===== src/rtl/shift_arbiter_seq.sv =====
// shift_arbiter_seq
//
// Two requesters share one staged shift datapath. A round-robin arbiter
// grants one request at a time. The shift then runs as five conditional
// stages (16, 8, 4, 2, 1), one stage per clock. The result is held until
// the consumer takes it. Supported operations are SLL, SRL and SRA. Op code
// 11 passes the operand through unchanged.
//
// Handshakes: a transfer happens on a rising edge where valid && ready.
// - A requester raises reqN_valid and holds data, shamt and op stable until
//   it sees reqN_ready.
// - reqN_ready is combinational and high only in IDLE for the granted
//   requester. At most one ready is high at a time.
// - rsp_valid stays high, with rsp_data and rsp_id stable, until rsp_ready
//   is seen.
//
// Ports:
//   clk, rst_n                  clock; synchronous active-low reset
//   req0_valid/ready/data/      requester 0: handshake, operand,
//     shamt/op                  shift amount, op (00 SLL, 01 SRL, 10 SRA)
//   req1_*                      requester 1, same meaning as requester 0
//   rsp_valid/ready             result handshake
//   rsp_data                    shifted result
//   rsp_id                      index of the requester that owns rsp_data
//   busy                        high whenever the FSM is not in IDLE
//   dbg_state                   current FSM state (0 IDLE, 1 SHIFT, 2 RESP)
module shift_arbiter_seq #(
  parameter int WIDTH   = 32,
  parameter int SHAMT_W = 5
) (
  input  logic               clk,
  input  logic               rst_n,
  input  logic               req0_valid,
  output logic               req0_ready,
  input  logic [WIDTH-1:0]   req0_data,
  input  logic [SHAMT_W-1:0] req0_shamt,
  input  logic [1:0]         req0_op,
  input  logic               req1_valid,
  output logic               req1_ready,
  input  logic [WIDTH-1:0]   req1_data,
  input  logic [SHAMT_W-1:0] req1_shamt,
  input  logic [1:0]         req1_op,
  output logic               rsp_valid,
  input  logic               rsp_ready,
  output logic [WIDTH-1:0]   rsp_data,
  output logic               rsp_id,
  output logic               busy,
  output logic [1:0]         dbg_state
);

  // The stage counter indexes the shamt bits from MSB down to LSB.
  localparam int K_W = $clog2(SHAMT_W);
  localparam logic [K_W-1:0] K_INIT = K_W'(SHAMT_W - 1);

  localparam logic [1:0] OP_SLL = 2'b00;
  localparam logic [1:0] OP_SRL = 2'b01;
  localparam logic [1:0] OP_SRA = 2'b10;

  typedef enum logic [1:0] {
    IDLE  = 2'd0,
    SHIFT = 2'd1,
    RESP  = 2'd2
  } state_t;

  state_t state, state_next;

  // Captured operation and working accumulator.
  logic [WIDTH-1:0]   acc_q;
  logic [SHAMT_W-1:0] shamt_q;
  logic [1:0]         op_q;
  logic               id_q;
  logic               sign_q;
  logic [K_W-1:0]     k_q;
  // Round-robin pointer: the requester that wins when both are valid.
  logic               rr_ptr_q;

  // Arbitration and accept decode.
  logic               grant0, grant1;
  logic               accept0, accept1, accept;
  logic               sel_id;
  logic [WIDTH-1:0]   sel_data;
  logic [SHAMT_W-1:0] sel_shamt;
  logic [1:0]         sel_op;

  // Shift stage datapath.
  logic               stage_hit;
  logic [SHAMT_W-1:0] stage_amt;
  logic [WIDTH-1:0]   right_fill;
  logic [WIDTH-1:0]   stage_out;
  logic [WIDTH-1:0]   acc_next;

  // ------------------------------------------------------------------
  // Arbitration. A lone valid requester always wins. When both are
  // valid, the pointer decides.
  // ------------------------------------------------------------------
  assign grant0 = req0_valid && (!req1_valid || !rr_ptr_q);
  assign grant1 = req1_valid && (!req0_valid ||  rr_ptr_q);

  assign accept0 = req0_valid && req0_ready;
  assign accept1 = req1_valid && req1_ready;
  assign accept  = accept0 || accept1;
  assign sel_id  = accept1;

  always_comb begin
    sel_data  = req0_data;
    sel_shamt = req0_shamt;
    sel_op    = req0_op;
    if (sel_id) begin
      sel_data  = req1_data;
      sel_shamt = req1_shamt;
      sel_op    = req1_op;
    end
  end

  // ------------------------------------------------------------------
  // One shift stage. The stage at counter k moves the accumulator by
  // 2^k when shamt bit k is set. SRA fills the vacated high bits with the
  // sign captured at accept. The live accumulator MSB changes once
  // shifting starts, so it cannot be used as the fill.
  // ------------------------------------------------------------------
  assign stage_hit  = shamt_q[k_q];
  assign stage_amt  = SHAMT_W'(1) << k_q;
  assign right_fill = ~({WIDTH{1'b1}} >> stage_amt);

  always_comb begin
    stage_out = acc_q;
    case (op_q)
      OP_SLL:  stage_out = acc_q << stage_amt;
      OP_SRL:  stage_out = acc_q >> stage_amt;
      OP_SRA:  stage_out = (acc_q >> stage_amt) | (sign_q ? right_fill : '0);
      default: stage_out = acc_q;
    endcase
  end

  assign acc_next = stage_hit ? stage_out : acc_q;

  // ------------------------------------------------------------------
  // FSM: next state and outputs.
  // ------------------------------------------------------------------
  always_comb begin
    state_next = state;
    req0_ready = 1'b0;
    req1_ready = 1'b0;
    rsp_valid  = 1'b0;
    rsp_data   = '0;
    rsp_id     = 1'b0;
    busy       = 1'b1;

    case (state)
      IDLE: begin
        busy = 1'b0;
        // Keep ready low while reset is asserted. Otherwise a requester
        // could see a handshake that the reset edge throws away.
        req0_ready = rst_n && grant0;
        req1_ready = rst_n && grant1;
        if (accept) begin
          state_next = SHIFT;
        end
      end
      SHIFT: begin
        // The shift has no early exit. It always takes five cycles, even
        // when shamt is zero.
        if (k_q == '0) begin
          state_next = RESP;
        end
      end
      RESP: begin
        rsp_valid = 1'b1;
        rsp_data  = acc_q;
        rsp_id    = id_q;
        if (rsp_ready) begin
          state_next = IDLE;
        end
      end
      default: begin
        state_next = IDLE;
      end
    endcase
  end

  assign dbg_state = state;

  // ------------------------------------------------------------------
  // FSM state register.
  // ------------------------------------------------------------------
  always_ff @(posedge clk) begin
    if (!rst_n) begin
      state <= IDLE;
    end else begin
      state <= state_next;
    end
  end

  // ------------------------------------------------------------------
  // Datapath registers. On reset any in-flight operation is dropped.
  // ------------------------------------------------------------------
  always_ff @(posedge clk) begin
    if (!rst_n) begin
      acc_q    <= '0;
      shamt_q  <= '0;
      op_q     <= '0;
      id_q     <= 1'b0;
      sign_q   <= 1'b0;
      k_q      <= '0;
      rr_ptr_q <= 1'b0;
    end else begin
      case (state)
        IDLE: begin
          if (accept) begin
            acc_q    <= sel_data;
            shamt_q  <= sel_shamt;
            op_q     <= sel_op;
            id_q     <= sel_id;
            sign_q   <= sel_data[WIDTH-1];
            k_q      <= K_INIT;
            // The other requester gets priority next time.
            rr_ptr_q <= ~sel_id;
          end
        end
        SHIFT: begin
          acc_q <= acc_next;
          if (k_q != '0) begin
            k_q <= k_q - K_W'(1);
          end
        end
        default: begin
        end
      endcase
    end
  end

endmodule


===== config.mk =====
export PLATFORM = sky130hd
export DESIGN_NAME = shift_arbiter_seq
export DESIGN_NICKNAME = d
export VERILOG_FILES = /design/src/rtl/shift_arbiter_seq.sv
export SDC_FILE = /design/constraint.sdc
export NUM_CORES = 1
export LEC_CHECK = 0
export BUFFER_PORTS_ARGS = -buffer_cell sky130_fd_sc_hd__buf_2
export CAP_MARGIN = 15
export CORE_AREA = 3 3 143 145
export CTS_BUF_LIST = sky130_fd_sc_hd__clkbuf_8
export DETAILED_ROUTE_END_ITERATION = 10
export DIE_AREA = 0 0 146 148
export GPL_TIMING_DRIVEN = 0
export PLACE_DENSITY = 0.62
export SLEW_MARGIN = 15
export SYNTH_ARGS = -nofsm -noshare
export SYNTH_HDL_FRONTEND = slang
export SYNTH_SLANG_ARGS = --single-unit

===== constraint.sdc =====
create_clock -name clk -period 3.15 [get_ports clk]
set_clock_uncertainty 0.05 [all_clocks]
set_input_delay 0.1575 -clock clk [delete_from_list [all_inputs] [get_ports clk]]
set_output_delay 0.1575 -clock clk [all_outputs]
set_load 0.02 [all_outputs]

==> out/qor.yml <==
run_status:
  run_status: "complete, but fails checks"
  violations: "setup timing"
yosys:
  synth-compound-area-share_pct: 34.8
  syn_area_mm2: 0.00667
  netlist.area_leader.share_pct: 14.1
  synth_xor_area_share_pct: 0
  async_flop_share_pct: 0
  ys.flop_type: "dfxtp_1"
  synth_top_family_by_area: "compound AO/OA/AOI/OAI gates"
  synthMuxAreaShare_pct: 15.3
  yosysTopAreaCell: "dfxtp_1"
  synthDistinctLibCells: 80
  yosys-top-cells-area: "dfxtp_1 14%, mux2i_1 11%, nand2_1 8.3%, a21oi_1 5.0%, nor2_1 3.9%"
  yosysSeqAreaShare_pct: 14.1
  yosys_warnings: 0
  synth-simple-area-share_pct: 25.4
  syn_nets: 1058
  synthCells: 967
  synth_common_cells: "148 x nand2_1, 74 x mux2i_1, 70 x nor2_1"
  synth_fa_ha_area_share_pct: 1.50
  yosysMostFrequentCell: "nand2_1"
  ys_ff_latch: 47
  synth-edff-count: 0
  synth.avg_cell_area_um2: 6.89
timing:
  finalSetupViolCount: 1
  rsz0062_at_grt: "yes"
  tightest_slew_ns: 1.10
  fin_ws_ns: -0.00571
  timing.hold.ws_ns: 0.0282
  period_share_pct: 100
  slew_violations: 0
  period_minus_slack_ns: 3.16
  fmax_mhz: 317
  relSlewSlack_pct: 26.1
  hold_violations: 0
setup_path:
  worst_ep_arrival_time_ns: 3.35
  worstPathMaxFanout: 10
  startpoint_type: "register"
  endpoint_kind: "register"
  required_ns: 3.35
  critPathKind: "reg2reg"
  cp-startpoint: "k_q[2]"
  r2r_start: "k_q[2]"
pwr:
  power_leakage_nw: 3.38
  powerDensity_mw_per_mm2: 424
  peakVddDrop_mv: 0.207
global_route:
  antenna_found_initial: 0
  grt_pass1_vias: 8421
  gr-usage-all-layers_pct: 37.3
  grt_pass1_wl_mm: 59.8
  grt_max_degree: 16
  gr-total-overflow: 0
placement:
  placed_area_mm2: 0.00762
  io_buffers: 120
  gp_congestion: 1.05
  numPlacedInstances: 1353
  dp_hpwl_mm: 32.5
detailed_routing:
  drt_iter0_drc: 1403
  drtPass1Iterations: 6
  wl_per_cell_um: 30.7
  drc: 0
  via_count: 9098
  via_per_inst: 6.65
  antenna_left: 0
  routed_wl_mm: 42.0
clock_network:
  clock_path_buffers: 2
  numCtsBuffers: 5
  htree_levels: 2
  insertion_delay_ns: 0.37
  cts_tree: "built"
  path_clk_slew_ns: 0.14
  cts.sinks: 47
  hold_buffers: 0
  cts-root-buf: "clkbuf_8"
cells_and_area:
  num_antenna_cells: 0
  drive_above_1_share_pct: 25.7
  fin_cells: 1369
  fin_nets: 1194
  fill_cells: 2078
  design_area_mm2: 0.00822
  syn_to_final_growth_pct: 23.3
floorplan:
  die_w_um: 146
  initial_utilization_pct: 34.5
  die-area_mm2: 0.0216
  coreArea_mm2: 0.0193
  die_h_um: 148
  io_pins: 122
  rows: 51
worst_hold_path:
  hold_class: "in2reg"
  hold_path_startpoint: "req0_shamt[4]"
run:
  max_cap_violations: 0
## cell usage in the layout (no fill, tap or decap), types with 9 or more instances in the layout
cell        n
buf_6       9
clkbuf_1   55
a311oi_1   11
inv_1      10
a21oi_1    66
mux4_2      9
a22oi_1    24
a211oi_1   18
and2_1     37
o21ai_0    40
a31oi_1    20
buf_2     144
buf_4      23
nor3_1     28
nor2_1     67
mux2i_1    73
nand2b_1   13
nand3_1    19
o22ai_1    26
nand4_1    10
o211ai_1   16
o221ai_1   11
dfxtp_1    45
nand2_1   144
## metrics by stage
step                utilization, %  power, mW  setup slack [ns]  setup TNS, ns
detailed placement            39.4       2.65            -0.783         -13.90
floorplan                        -       1.85             0.577              0
global route                  42.5       3.55          -0.00120       -0.00120
CTS                           41.5       3.31            0.0139              0
finish                        42.5       3.49          -0.00571       -0.00571
global placement              39.3       2.68            -0.856         -16.47
## worst max-delay path: stages, from the launching register on
cell	delay (ns)
dfxtp_1	0.41
buf_2	0.32
buf_6	0.24
nand2b_1	0.17
clkbuf_1	0.57
nor2_1	0.19
a311oi_1	0.41
o221a_2	0.32
o22ai_1	0.12
o21ba_2	0.25
## logic make-up (layout without fill, tap and decap cells)
family,count (synthesis),in the layout
multiplexers,90,90
adder cells (fa/ha/maj),8,8
buffers and inverters,130,267
AND/OR/NAND/NOR,361,361
flip-flops,47,47
AO/OA/AOI/OAI,331,331
## what timing repair did
| action | in CTS | in global routing |
|---|---|---|
| pin swaps | 3 | 8 |
| setup endpoints to repair | 32 | 32 |
| buffers inserted | 5 | 6 |
| gates resized for setup | 71 | 43 |
## report_power, final
| part | switching (mW) | internal (mW) | leakage [nW] |
|---|---|---|---|
| Combinational | 1.53 | 0.697 | 2.93 |
| Clock | 0.288 | 0.262 | 0.0618 |
| Sequential | 0.0588 | 0.655 | 0.387 |
## per-layer routing
metal | share of wire, % | GRT usage [%] | up-vias
met4 | 5.0 | 15.2 | 0
li1 | - | - | 3898
met1 | 41 | 51.6 | 4294
met3 | 12 | 7.76 | 129
met2 | 42 | 56.5 | 777
met5 | 0 | 0 | -
## registers in the layout, indices dropped and copies added, names as in the netlist
signal and flops:
acc_q 32, dbg_state 2, id_q 1, k_q 3, op_q 2, rr_ptr_q 1
shamt_q 5, sign_q 1
## path summary, 6_finish.rpt
path	end	slack [ns]	depth (start not counted)
worst max-delay path	acc_q[17]	-0.006	9
worst min-delay path	shamt_q[4]	0.03	3
worst min register to register	id_q	0.44	2
worst max register to register	acc_q[17]	-0.006	9
## final cells by class
cell class	count	area, µm²	area share [%]
tap	265	332	4.03
clock buffer	6	82.6	1.00
clock inverter	2	38.8	0.472
buffer	113	603	7.34
timing repair buffer	132	688	8.37
inverter	14	56.3	0.685
sequential	47	946	11.5
multi-input combinational	790	5480	66.6
Note: power is estimated with default switching activity, not from simulation.
